**src/rtl/mc_pkg.sv**
```systemverilog
// Shared types and helpers for the motion-compensation residual engine.
// Coordinate clamping implements edge replication of the reference frame.
package mc_pkg;

    localparam int MC_PIXEL_WIDTH = 8;

    typedef logic signed [MC_PIXEL_WIDTH:0] residual_t;

    typedef enum logic {
        IDLE = 1'b0,
        RUN  = 1'b1
    } mc_state_e;

    function automatic int mc_clamp(input int v, input int hi);
        if (v < 0) begin
            return 0;
        end else if (v > hi) begin
            return hi;
        end
        return v;
    endfunction

endpackage

```
**src/rtl/mc_res_fifo.sv**
```systemverilog
// Two-entry valid/ready FIFO carrying a residual and its last-of-block tag.
// Supports simultaneous push and pop; the head entry is stable while not popped.
module mc_res_fifo #(
    parameter int W = 9
) (
    input  logic         clk,
    input  logic         reset,
    input  logic         in_valid,
    input  logic [W-1:0] in_data,
    input  logic         in_last,
    output logic         out_valid,
    input  logic         out_ready,
    output logic [W-1:0] out_data,
    output logic         out_last,
    output logic [1:0]   count
);

    logic [W:0] mem_q [2];
    logic       rd_ptr_q, rd_ptr_d;
    logic       wr_ptr_q, wr_ptr_d;
    logic [1:0] count_q, count_d;
    logic       push, pop;

    always_comb begin
        push     = in_valid;
        pop      = out_valid & out_ready;
        rd_ptr_d = rd_ptr_q ^ pop;
        wr_ptr_d = wr_ptr_q ^ push;
        count_d  = count_q + 2'(push) - 2'(pop);
    end

    always_ff @(posedge clk) begin
        if (reset) begin
            rd_ptr_q <= 1'b0;
            wr_ptr_q <= 1'b0;
            count_q  <= 2'd0;
        end else begin
            rd_ptr_q <= rd_ptr_d;
            wr_ptr_q <= wr_ptr_d;
            count_q  <= count_d;
        end
    end

    // Storage is not reset; the pointers and count alone define what is valid.
    always_ff @(posedge clk) begin
        if (push) begin
            mem_q[wr_ptr_q] <= {in_last, in_data};
        end
    end

    assign out_valid            = (count_q != 2'd0);
    assign {out_last, out_data} = mem_q[rd_ptr_q];
    assign count                = count_q;

endmodule

```
**src/rtl/mc_residual_engine.sv**
```systemverilog
// Streams one MB_SIZE x MB_SIZE block: fetches motion-compensated reference pixels,
// emits signed residuals (cur - ref) through a 2-entry FIFO and accumulates the block SAD.
module mc_residual_engine
    import mc_pkg::*;
#(
    parameter int MB_SIZE     = 4,
    parameter int PIXEL_WIDTH = 8,
    parameter int FRAME_W     = 8,
    parameter int FRAME_H     = 8,
    parameter int MV_WIDTH    = 6
) (
    input  logic                                       clk,
    input  logic                                       reset,
    input  logic                                       start,
    input  logic [$clog2(FRAME_W)-1:0]                 mb_x,
    input  logic [$clog2(FRAME_H)-1:0]                 mb_y,
    input  logic signed [MV_WIDTH-1:0]                 mv_x,
    input  logic signed [MV_WIDTH-1:0]                 mv_y,
    output logic                                       busy,
    output logic                                       done,
    output logic [PIXEL_WIDTH+2*$clog2(MB_SIZE):0]     sad_out,
    output logic                                       ref_rd_en,
    output logic [$clog2(FRAME_W*FRAME_H)-1:0]         ref_rd_addr,
    input  logic [PIXEL_WIDTH-1:0]                     ref_rd_data,
    input  logic                                       cur_valid,
    output logic                                       cur_ready,
    input  logic [PIXEL_WIDTH-1:0]                     cur_data,
    output logic                                       res_valid,
    input  logic                                       res_ready,
    output logic signed [PIXEL_WIDTH:0]                res_data,
    output logic                                       res_last
);

    localparam int NPIX = MB_SIZE * MB_SIZE;
    localparam int LW   = $clog2(MB_SIZE);
    localparam int KW   = $clog2(NPIX) + 1;
    localparam int XW   = $clog2(FRAME_W);
    localparam int YW   = $clog2(FRAME_H);
    localparam int AW   = $clog2(FRAME_W * FRAME_H);
    localparam int SW   = PIXEL_WIDTH + 1 + 2 * LW;

    mc_state_e                   state_q, state_d;
    logic [XW-1:0]               mb_x_q, mb_x_d;
    logic [YW-1:0]               mb_y_q, mb_y_d;
    logic signed [MV_WIDTH-1:0]  mv_x_q, mv_x_d, mv_y_q, mv_y_d;
    logic [KW-1:0]               k_q, k_d;
    logic                        inflight_q, inflight_d;
    logic [PIXEL_WIDTH-1:0]      cur1_q, cur1_d;
    logic                        last1_q, last1_d;
    logic [SW-1:0]               sad_q, sad_d, sad_out_q, sad_out_d;
    logic                        done_q, done_d;

    logic [LW-1:0]               pix_i, pix_j;
    int                          fetch_x, fetch_y;
    logic                        accept, pop;
    logic signed [PIXEL_WIDTH:0] res_w;
    logic [PIXEL_WIDTH:0]        res_abs;
    logic                        fifo_valid, fifo_last;
    logic [PIXEL_WIDTH:0]        fifo_data;
    logic [1:0]                  fifo_count;

    always_comb begin
        state_d    = state_q;
        mb_x_d     = mb_x_q;
        mb_y_d     = mb_y_q;
        mv_x_d     = mv_x_q;
        mv_y_d     = mv_y_q;
        k_d        = k_q;
        inflight_d = 1'b0;
        cur1_d     = cur1_q;
        last1_d    = last1_q;
        sad_d      = sad_q;
        sad_out_d  = sad_out_q;
        done_d     = 1'b0;

        pop   = fifo_valid & res_ready;
        pix_j = k_q[LW-1:0];
        pix_i = k_q[2*LW-1:LW];

        fetch_x     = mc_clamp(int'(mb_x_q) + int'(pix_j) + int'(mv_x_q), FRAME_W - 1);
        fetch_y     = mc_clamp(int'(mb_y_q) + int'(pix_i) + int'(mv_y_q), FRAME_H - 1);
        ref_rd_addr = AW'(fetch_y * FRAME_W + fetch_x);

        // A slot freed by this cycle's pop counts as free, so a drained consumer
        // sustains one pixel per cycle while the FIFO still never overfills.
        cur_ready = (state_q == RUN) && (k_q < KW'(NPIX)) &&
                    ((int'(fifo_count) + int'(inflight_q) - int'(pop)) < 2);
        accept    = cur_valid & cur_ready;
        ref_rd_en = accept;

        res_w   = $signed({1'b0, cur1_q}) - $signed({1'b0, ref_rd_data});
        res_abs = res_w[PIXEL_WIDTH] ? $unsigned(-res_w) : $unsigned(res_w);
        if (inflight_q) begin
            sad_d = sad_q + SW'(res_abs);
        end

        case (state_q)
            IDLE: begin
                if (start) begin
                    mb_x_d  = mb_x;
                    mb_y_d  = mb_y;
                    mv_x_d  = mv_x;
                    mv_y_d  = mv_y;
                    k_d     = '0;
                    sad_d   = '0;
                    state_d = RUN;
                end
            end
            RUN: begin
                if (accept) begin
                    k_d        = k_q + KW'(1);
                    inflight_d = 1'b1;
                    cur1_d     = cur_data;
                    last1_d    = (k_q == KW'(NPIX - 1));
                end
                if (pop && fifo_last) begin
                    state_d   = IDLE;
                    done_d    = 1'b1;
                    sad_out_d = sad_q;
                end
            end
            default: state_d = IDLE;
        endcase
    end

    always_ff @(posedge clk) begin
        if (reset) begin
            state_q    <= IDLE;
            mb_x_q     <= '0;
            mb_y_q     <= '0;
            mv_x_q     <= '0;
            mv_y_q     <= '0;
            k_q        <= '0;
            inflight_q <= 1'b0;
            cur1_q     <= '0;
            last1_q    <= 1'b0;
            sad_q      <= '0;
            sad_out_q  <= '0;
            done_q     <= 1'b0;
        end else begin
            state_q    <= state_d;
            mb_x_q     <= mb_x_d;
            mb_y_q     <= mb_y_d;
            mv_x_q     <= mv_x_d;
            mv_y_q     <= mv_y_d;
            k_q        <= k_d;
            inflight_q <= inflight_d;
            cur1_q     <= cur1_d;
            last1_q    <= last1_d;
            sad_q      <= sad_d;
            sad_out_q  <= sad_out_d;
            done_q     <= done_d;
        end
    end

    mc_res_fifo #(.W(PIXEL_WIDTH + 1)) u_fifo (
        .clk       (clk),
        .reset     (reset),
        .in_valid  (inflight_q),
        .in_data   (res_w),
        .in_last   (last1_q),
        .out_valid (fifo_valid),
        .out_ready (res_ready),
        .out_data  (fifo_data),
        .out_last  (fifo_last),
        .count     (fifo_count)
    );

    assign busy      = (state_q == RUN);
    assign done      = done_q;
    assign sad_out   = sad_out_q;
    assign res_valid = fifo_valid;
    assign res_data  = fifo_data;
    assign res_last  = fifo_last;

endmodule

```
**config.mk**
```make
export PLATFORM = sky130hd
export DESIGN_NAME = mc_residual_engine
export DESIGN_NICKNAME = d
export VERILOG_FILES = /design/src/rtl/mc_pkg.sv /design/src/rtl/mc_res_fifo.sv /design/src/rtl/mc_residual_engine.sv
export SDC_FILE = /design/constraint.sdc
export NUM_CORES = 1
export LEC_CHECK = 0
export CORE_MARGIN = 3
export CORE_UTILIZATION = 50
export DETAILED_ROUTE_END_ITERATION = 10
export DONT_BUFFER_PORTS = 1
export GPL_TIMING_DRIVEN = 0
export SYNTH_ARGS = -nofsm -noshare
export SYNTH_HDL_FRONTEND = slang
export SYNTH_SLANG_ARGS = --single-unit
```
**constraint.sdc**
```tcl
create_clock -name clk -period 7.3 [get_ports clk]
set_clock_uncertainty 0.15 [all_clocks]
set_input_delay 1.46 -clock clk [delete_from_list [all_inputs] [get_ports clk]]
set_output_delay 1.46 -clock clk [all_outputs]
set_load 0.1 [all_outputs]
```
Word level (Yosys, flattened, before mapping)
Memories as Yosys holds them, arrays and structs flattened. A register that Yosys moved wholly into a read port is not among the register bits.
Index checks and enable logic that the tools add are counted.
{"block": "classes", "add_sub_neg": 13, "magnitude_cmp": 6, "n_eq_ne": 3, "n_mux": 25, "bitwise": 5, "n_reduce_logical": 9}
{"op": "2-to-1 mux 13 bit", "count": 3}
{"op": "2-to-1 mux 3 bit", "count": 5}
{"op": "adder 5 x 6 -> 7 bit", "count": 2}
{"op": "> comparator 7 x 4 -> 1 bit (second input constant)", "count": 2}
{"op": "less-than comparator 7 x 1 -> 1 bit (second input constant)", "count": 2}
{"op": "adder 13 x 9 -> 13 bit", "count": 1}
{"op": "2-to-1 mux 1 bit", "count": 11}
{"op": "2-to-1 mux 5 bit", "count": 2}
{"op": "one-hot mux 5 bit (2 select lines)", "count": 1}
{"op": "2-to-1 mux 9 bit", "count": 1}
{"op": "negation 9 bit", "count": 1}
{"op": "subtractor 8 x 8 -> 9 bit", "count": 1}
{"op": "adder 3 x 2 -> 4 bit", "count": 2}
{"op": "AND reduction 2 bit", "count": 4}
{"op": "adder 6 bit", "count": 1}
{"op": "2-to-1 mux 6 bit", "count": 1}
{"op": "adder 5 x 1 -> 5 bit (second input constant)", "count": 1}
{"op": "== test 5 x 4 -> 1 bit (second input constant)", "count": 1}
{"op": "less-than comparator 5 bit (second input constant)", "count": 1}
{"op": "less-than comparator 4 x 3 -> 1 bit (second input constant)", "count": 1}
{"op": "!= test 2 bit (second input constant)", "count": 2}
{"op": "subtractor 3 x 1 -> 4 bit", "count": 1}
{"op": "adder 2 x 1 -> 3 bit", "count": 1}
{"op": "logical AND 1 bit", "count": 3}
{"op": "8 further kinds", "count": 10}
{"block": "totals", "reg_bits": 65, "ramBits": 20, "inputBits": 39, "out_inout_bits": 34, "elab_cells": 77, "n_memories": 1}
{"name": "u_fifo.mem_q", "words": 2, "word_bits": 10, "rd": 1, "rd_clocked_by_memory_dff": 1, "wr": 1, "line_no": "mc_res_fifo.sv:18", "rtl": "logic [W:0] mem_q [2];"}

Longest topological paths before layout
Gate-level depths: netlist (run 1).
{"block": "logic_depth", "word_depth": 8, "depth_mapped": 16, "ltp_nobuf": 16}

By module
A second synthesis (run 1) with hierarchy kept.
{"block": "hier_totals", "cells_unflattened": 525, "hier_area_um2": 4717.0}
{"mod": "mc_residual_engine", "instances": 1, "cells_each": 474, "area_each_um2": 3772.4, "seq_area_each_um2": 1221.2}
{"mod": "mc_res_fifo", "instances": 1, "cells_each": 51, "area_each_um2": 944.7, "seq_area_each_um2": 680.7}

Worst setup path before layout (run 1)
Ideal clock, no wire load.
{"block": "synth_timing", "kind": "input -> output", "startpoint": "in res_ready", "endpoint": "out ref_rd_en", "arrival_time_ps": 4882, "t_required_ps": 5690, "slack_ps": 808, "path_stages": 12, "path_buffers": 2, "path_cell_list": "and2_1 buf_2 ha_1 inv_1 ha_1 fa_1 xnor2_1 a2bb2oi_1 nor3b_2 nand2_1 inv_2 buf_4"}
{"block": "synth_between", "elab_chain_cells": 5}
{"element": "start: declaration", "line_no": "mc_residual_engine.sv:29", "rtl": "input logic res_ready,"}
{"element": "bitwise AND 1 bit", "line_no": "mc_residual_engine.sv:76", "rtl": "pop = fifo_valid & res_ready;"}
{"element": "subtractor 3 x 1 -> 4 bit", "line_no": "mc_residual_engine.sv:87", "rtl": "((int'(fifo_count) + int'(inflight_q) - int'(pop)) < 2);"}
{"element": "less-than comparator 4 x 3 -> 1 bit", "line_no": "mc_residual_engine.sv:87"}
{"element": "logical AND 1 bit", "line_no": "mc_residual_engine.sv:86", "rtl": "cur_ready = (state_q == RUN) && (k_q < KW'(NPIX)) &&"}
{"element": "via cur_ready", "line_no": "mc_residual_engine.sv:26", "rtl": "output logic cur_ready,"}
{"element": "bitwise AND 1 bit", "line_no": "mc_residual_engine.sv:88", "rtl": "accept = cur_valid & cur_ready;"}
{"element": "end: declaration", "line_no": "mc_residual_engine.sv:22", "rtl": "output logic ref_rd_en,"}
The timed path passes the listed nets, and every way through them passes these cells.

Worst setup path in the final report (run 1)
{"block": "layout_timing", "startpoint": "reg u_fifo.count_q[1] (netlist: u_fifo.count[1])", "endpoint": "out ref_rd_en"}
{"block": "layout_between", "elab_chain_cells": 6, "elab_cells_between_ends": 7, "classes_between": "2 x add/sub; 1 x order compare; 2 x bitwise; 2 x reduce/logical"}
{"element": "start: declaration", "line_no": "mc_res_fifo.sv:21", "rtl": "logic [1:0] count_q, count_d;"}
{"element": "start signal: assignment", "line_no": "mc_res_fifo.sv:40", "rtl": "count_q <= count_d;"}
{"element": "nonzero test 2 bit", "line_no": "mc_res_fifo.sv:51", "rtl": "assign out_valid = (count_q != 2'd0);"}
{"element": "via res_valid", "line_no": "mc_residual_engine.sv:28", "rtl": "output logic res_valid,"}
{"element": "bitwise AND 1 bit", "line_no": "mc_residual_engine.sv:76"}
{"element": "subtractor 3 x 1 -> 4 bit", "line_no": "mc_residual_engine.sv:87"}
{"element": "less-than comparator 4 x 3 -> 1 bit", "line_no": "mc_residual_engine.sv:87"}
{"element": "logical AND 1 bit", "line_no": "mc_residual_engine.sv:86"}
{"element": "via cur_ready", "line_no": "mc_residual_engine.sv:26"}
{"element": "bitwise AND 1 bit", "line_no": "mc_residual_engine.sv:88"}
The timed path passes the listed nets, and every way through them passes these cells.

==> flow_summary.yaml, run 1 <==
final_layout:
  area_delta_synth_final_pct: 9.00
  drive_gt1_share_pct: 10.7
  seqCellArea_um2: 1900
  multi_input_area_um2: 2650
  finalNetCount: 602
  antenna_cells: 0
  fillers: 817
synth:
  synth_top_flop_cell: "dfxtp_1"
  ys_seq_elements: 85
  synthTopCellsByArea: "dfxtp_1, edfxtp_1, ha_1"
  ys_async_sr_fraction_pct: 0
  syn_nets: 589
  synth_area_leader_cell: "dfxtp_1"
  synth_top_area_share_pct: 27.4
  syn_avg_cell_area_um2: 9.45
  ys_seq_area_share_pct: 40.0
  postSynthCellCount: 503
  yosysUniqueCellTypes: 61
  synth_edf_count: 20
  synthesis.area_um2: 4750
  yosys-top-cells-count: "nand2_1, dfxtp_1, a21oi_1"
  post-synth-top-count-cell: "nand2_1"
  yosys_warnings: 0
run_status:
  status: "completed"
placed_design:
  routabilityCongestion: 0.814
  place_ws_ns: 1.54
  place_hpwl_um: 7680
  io_buffers: 0
timing:
  fin_crit_sh_pct: 82.2
  fin_setup_tns_ns: 0
  fmaxAchievable_ghz: 0.167
  setup_slack_ns: 1.30
  hold_viol: 0
  holdWs_ns: 0.313
  finalMaxSlewViolations: 0
  worstMarginPinSlew_ns: 1.17
  maxSlewHeadroom_pct: 22.0
  setup_viol: 0
  rsz0062_at_grt: "no"
  timing.final.crit_period_ns: 6.00
worst_setup_path:
  startpoint_type: "register"
  critPathSlowestCell: "nand2_1"
  crit_fanout: 10
  critical_path_class: "reg -> out"
  cp.required_ns: 5.69
  cpPeakStageDelay_ns: 0.59
  path_cells: "inv_1 -> nand2_1 -> and2_1 -> buf_2 -> ha_1 -> inv_1 -> ha_1 -> fa_1 -> xnor2_1 -> a2bb2oi_1 -> nor3b_4 -> buf_16 -> buf_1 -> nand2_1 -> inv_2 -> buf_4"
  end_kind: "output port"
  cp.arrival_ns: 4.39
power_and_ir_drop:
  p_per_area_nw_per_um2: 335
  leakage_uw: 0.00223
  ir_worst_vdd_uv: 278
  seqPwrFrac_pct: 32.4
  switching_power_uw: 780
  clkPwrFrac_pct: 21.2
  power_uw: 1740
  p_comb_share_pct: 46.5
  p_int_uw: 958
  power_switching_share_pct: 44.9
job:
  cap_violations: 0
global_route:
  grt_max_degree: 16
  grt-ovfl-total: 0
  grt_pass1_wl_um: 16500
  grt_pass1_vias: 3388
  grt_usage_pct: 18.9
  antenna_found_initial: 0
clock_network:
  clockBufferDepth: 2
  htree_levels: 3
  clock-root-buffer: "clkbuf_8"
  cts_tree: "yes"
  cts.clk_slew.worst_paths_ns: 0.08
  cts_resized: 0
  clock_sinks: 85
  clock_latency_ns: 0.34
  cts_buffers: 9
  hold_buffers: 0
  post_cts.repair.setup_buffers: 0
floorplanning:
  core_um2: 8980
  chipHeight_um: 104
  dieArea_um2: 10700
  die_w_um: 104
  rows: 34
  floorplan.initialDensity_pct: 53.0
  io_pins: 73
detailed_routing:
  vias: 3442
  drt_wl_total_um: 9850
  ant_nets: 0
  dr.pass1.iters: 5
  drc: 0
  drt_iter0_markers: 126
  post_drt_wl_per_cell_um: 15.2
  via_per_inst: 5.32
min_path:
  hold_path_class: "reg -> reg"
[final timing paths]
kind                                 startpoint         to  slack (ns)  depth (start not counted)
worst max-delay path            u_fifo.count[1]  ref_rd_en        1.30                         16
worst min-delay path                  cur1_q[5]  cur1_q[5]        0.31                          2
worst max register to register  u_fifo.count[1]     k_q[1]        2.82                         18
worst min register to register        cur1_q[5]  cur1_q[5]        0.31                          2
[metal layers]
layer | vias to the layer above | part of all wire [%] | global-route usage (%)
met5 | - | 0 | 0
met4 | 0 | 0.40 | 3.80
met3 | 4 | 4.7 | 5.35
met2 | 72 | 48 | 31.4
met1 | 1617 | 47 | 24.9
li1 | 1749 | - | -
[area by class of cell]
type / instances / share of cell area, %
clock inverter: 5 / 1.21
multi-input combinational: 362 / 51.1
sequential: 85 / 36.7
inverter: 39 / 2.83
buffer: 17 / 1.42
tap: 126 / 3.04
timing repair buffer: 2 / 0.604
clock buffer: 11 / 3.14
[power groups by stage]
stage | sequential, uW | combinational, uW | clock [uW]
2_1_floorplan | 565 | 682 | 0
3_3_place_gp | 572 | 764 | 0
3_5_place_dp | 574 | 809 | 0
4_1_cts | 563 | 812 | 381
5_1_grt | 567 | 872 | 399
6_report | 562 | 807 | 368
[registers in the layout, summed over array words and instances, names as in the netlist, 3 cells and up]
name          cells
sad_q            13
u_fifo.mem_q     20
k_q               5
mv_y_q            6
mb_y_q            3
cur1_q            8
mb_x_q            3
sad_out          13
mv_x_q            6
[kinds of logic (layout without fill, tap and decap cells)]
kind of cell / Yosys count / after routing / share of synthesized area [%]
buffers and inverters: 56 / 74 / 4.63
adders and majority gates: 47 / 47 / 13.6
xor gates and xnor gates: 28 / 28 / 5.32
other: 2 / 2 / 0.158
muxes: 29 / 29 / 6.40
and+or+nand+nor: 161 / 161 / 16.2
DFF: 85 / 85 / 40.0
AOI/OAI and AO/OA: 95 / 95 / 13.6
[cell usage in the layout (no fill, tap or decap), drive strengths merged, types with 11 or more instances in the layout]
| cell type | n |
|---|---|
| a21oi | 42 |
| clkbuf | 22 |
| dfxtp | 65 |
| edfxtp | 20 |
| ha | 39 |
| inv | 42 |
| mux2 | 11 |
| mux2i | 18 |
| nand2 | 73 |
| nand3 | 12 |
| nor2 | 38 |
| o21ai | 13 |
| xnor2 | 16 |
| xor2 | 12 |
[critical path: cells and delay by family (launching register included)]
family | cells | cell delay (ns)
XOR/XNOR | 1 | 0.13
buffers and inverters | 7 | 1.16
adder cells (fa/ha/maj) | 3 | 0.84
AO/OA/AOI/OAI | 1 | 0.16
AND/OR/NAND/NOR | 4 | 1.41
flip-flops | 1 | 0.32
[through the flow]
stage                     cells  cell area, um^2  util, %
after floorplan             503             4750        -
after global placement      629             4910     54.7
after detailed placement    631             4960     55.2
after CTS                   647             5180     57.7
after global routing        647             5180     57.7
final                       647             5180     57.7
No activity file was read; power rests on OpenSTA's default activity.
==> inputs of run 2 (changes only) <==
--- a/config.mk
+++ b/config.mk
@@ -10,6 +10,7 @@
 export DETAILED_ROUTE_END_ITERATION = 10
 export DONT_BUFFER_PORTS = 1
 export GPL_TIMING_DRIVEN = 0
+export PLACE_DENSITY = 0.68
 export SYNTH_ARGS = -nofsm -noshare
 export SYNTH_HDL_FRONTEND = slang
 export SYNTH_SLANG_ARGS = --single-unit
==> constraint.sdc (replaced) <==
create_clock -name clk -period 5 [get_ports clk]
set_clock_uncertainty 0.15 [all_clocks]
set_input_delay 1 -clock clk [delete_from_list [all_inputs] [get_ports clk]]
set_output_delay 1 -clock clk [all_outputs]
set_load 0.1 [all_outputs]
==> run 2 against run 1 <==
  * Register-to-register slack got worse by 1.8 ns
  * Wire length increased by 3.4%
  * Sequential power increased by 47%
  * Clock power up 59%
  * Final area is 2.5% higher
  * Final cell count rose by 0.62%
  * Core utilization increased by 1.5 points
  * Clock-buffer cell count increased by 1
  * Combinational power is 54% higher
  * Global-route usage fell by 0.060 points
  * First-iteration DRC count decreased by 40%
  * Worst setup slack lost 1.2 ns
==> flow_summary.yaml, run 2 (synthesized netlist as in run 1, its figures left out) <==
run_status:
  status: "completed"
detailed_routing:
  dr.pass1.iters: 4
  post_drt_wl_per_cell_um: 15.6
  drt_iter0_markers: 76
  via_per_inst: 5.40
  vias: 3518
  drc: 0
  drt_wl_total_um: 10200
  ant_nets: 0
power_and_ir_drop:
  leakage_uw: 0.00226
  p_per_area_nw_per_um2: 499
  ir_worst_vdd_uv: 313
  power_uw: 2650
timing:
  holdWs_ns: 0.308
  setup_viol: 0
  fmaxAchievable_ghz: 0.206
  rsz0062_at_grt: "no"
  fin_setup_tns_ns: 0
  fin_crit_sh_pct: 97.2
  timing.final.crit_period_ns: 4.86
  worstMarginPinSlew_ns: 1.17
  finalMaxSlewViolations: 0
  setup_slack_ns: 0.140
  hold_viol: 0
  maxSlewHeadroom_pct: 22.2
floorplanning:
  io_pins: 73
  die_w_um: 104
  dieArea_um2: 10700
  chipHeight_um: 104
  core_um2: 8980
  floorplan.initialDensity_pct: 53.0
  rows: 34
worst_setup_path:
  cp.required_ns: 3.85
  end_kind: "output port"
  worst-path-buf-inv: 3
  critical_path_class: "in -> out"
  cp.arrival_ns: 3.71
  cpPeakStageDelay_ns: 0.92
  cp_top_family: "simple AND/OR/NAND/NOR gates"
  startpoint_type: "input pin"
  path_cells: "and2_4 -> ha_1 -> inv_1 -> ha_4 -> fa_2 -> a2bb2oi_1 -> nor3b_4 -> nand2_2 -> inv_4 -> buf_12"
  critPathSlowestCell: "nor3b_4"
  crit_fanout: 5
global_route:
  grt-ovfl-total: 0
  met2_usage_pct: 31.6
  grt_pass1_vias: 3488
  antenna_found_initial: 0
  grt_pass1_wl_um: 16400
  grtUsageMet1_pct: 22.7
  grt_usage_pct: 18.9
  use_met3_pct: 5.04
  grt_max_degree: 15
  busiest_layer: "met2"
clock_network:
  cts_buffers: 9
  cts_tree: "yes"
  clock_sinks: 85
  cts.clk_slew.worst_paths_ns: 0.08
  clock_latency_ns: 0.36
  clock-root-buffer: "clkbuf_8"
  htree_levels: 3
  clockBufferDepth: 2
final_layout:
  largest_reg_flops: 20
  area_delta_synth_final_pct: 11.8
  fin_area_um2: 5310
  final_cell_mix: "nand2_1, dfxtp_1, a21oi_1, ha_1, nor2_1"
  finalNetCount: 606
  drive_gt1_share_pct: 13.7
  regMostFlops: "u_fifo.mem_q"
  antenna_cells: 0
  fillers: 781
  final_common_cell: "nand2_1"
placed_design:
  routabilityCongestion: 0.892
  post_dp_cell_area_um2: 4930
  place_ws_ns: -0.290
  place_hpwl_um: 7650
  io_buffers: 0
min_path:
  hold_path_class: "reg -> reg"
job:
  cap_violations: 0
==> run 2: timing repair <==
item	CTS	global route
endpoints found under the setup margin	2	3
pin swaps	2	4
cloned	1	0
gates resized for setup	7	13
hold buffers	0	0
setup buffers	2	4
==> run 2: per-stage QoR <==
| stage | std cells | utilization, % |
|---|---|---|
| after detailed placement | 629 | 55.0 |
| after CTS | 648 | 58.5 |
| after global routing | 651 | 59.2 |
| final | 651 | 59.2 |
| after global placement | 629 | 54.9 |
| after floorplan | 503 | - |
==> run 2: path summary, 6_finish.rpt <==
path	depth (start not counted)	endpoint	slack, ns	startpoint
max	10	ref_rd_en	0.14	res_ready
min	2	cur1_q[0]	0.31	cur1_q[0]
min reg2reg	2	cur1_q[0]	0.31	cur1_q[0]
max reg2reg	16	cur1_q[2]	1.00	u_fifo.count[1]
==> run 2: power by group <==
| part | internal [uW] | switching (uW) | leakage (uW) | total [uW] |
|---|---|---|---|---|
| combinational | 386 | 855 | 0.00143 | 1240 |
| clock | 328 | 257 | 0.000122 | 585 |
| sequential | 775 | 52.3 | 0.000711 | 827 |
==> run 2: area by class of cell <==
| type | instances | area [um^2] | area share, % |
|---|---|---|---|
| plain buffers | 16 | 81.3 | 1.53 |
| repair buffers | 7 | 77.6 | 1.46 |
| clock buffers | 12 | 166 | 3.13 |
| clock inverters | 4 | 77.6 | 1.46 |
| flip-flops and latches | 85 | 1910 | 35.9 |
| inverters | 39 | 158 | 2.97 |
| well taps | 126 | 158 | 2.97 |
| multi-input cells | 362 | 2690 | 50.6 |
==> run 2: per-layer routing <==
metal / vias up / wire length [um]
li1: 1758 / -
met1: 1651 / 4400
met2: 81 / 4950
met3: 28 / 554
met4: 0 / 269
met5: - / 0
==> run 2: tightest hold or removal path: stages, from the launching register on <==
cell	delay (ns)
dfxtp_1	0.32
nand2_1	0.05
a21oi_1	0.05
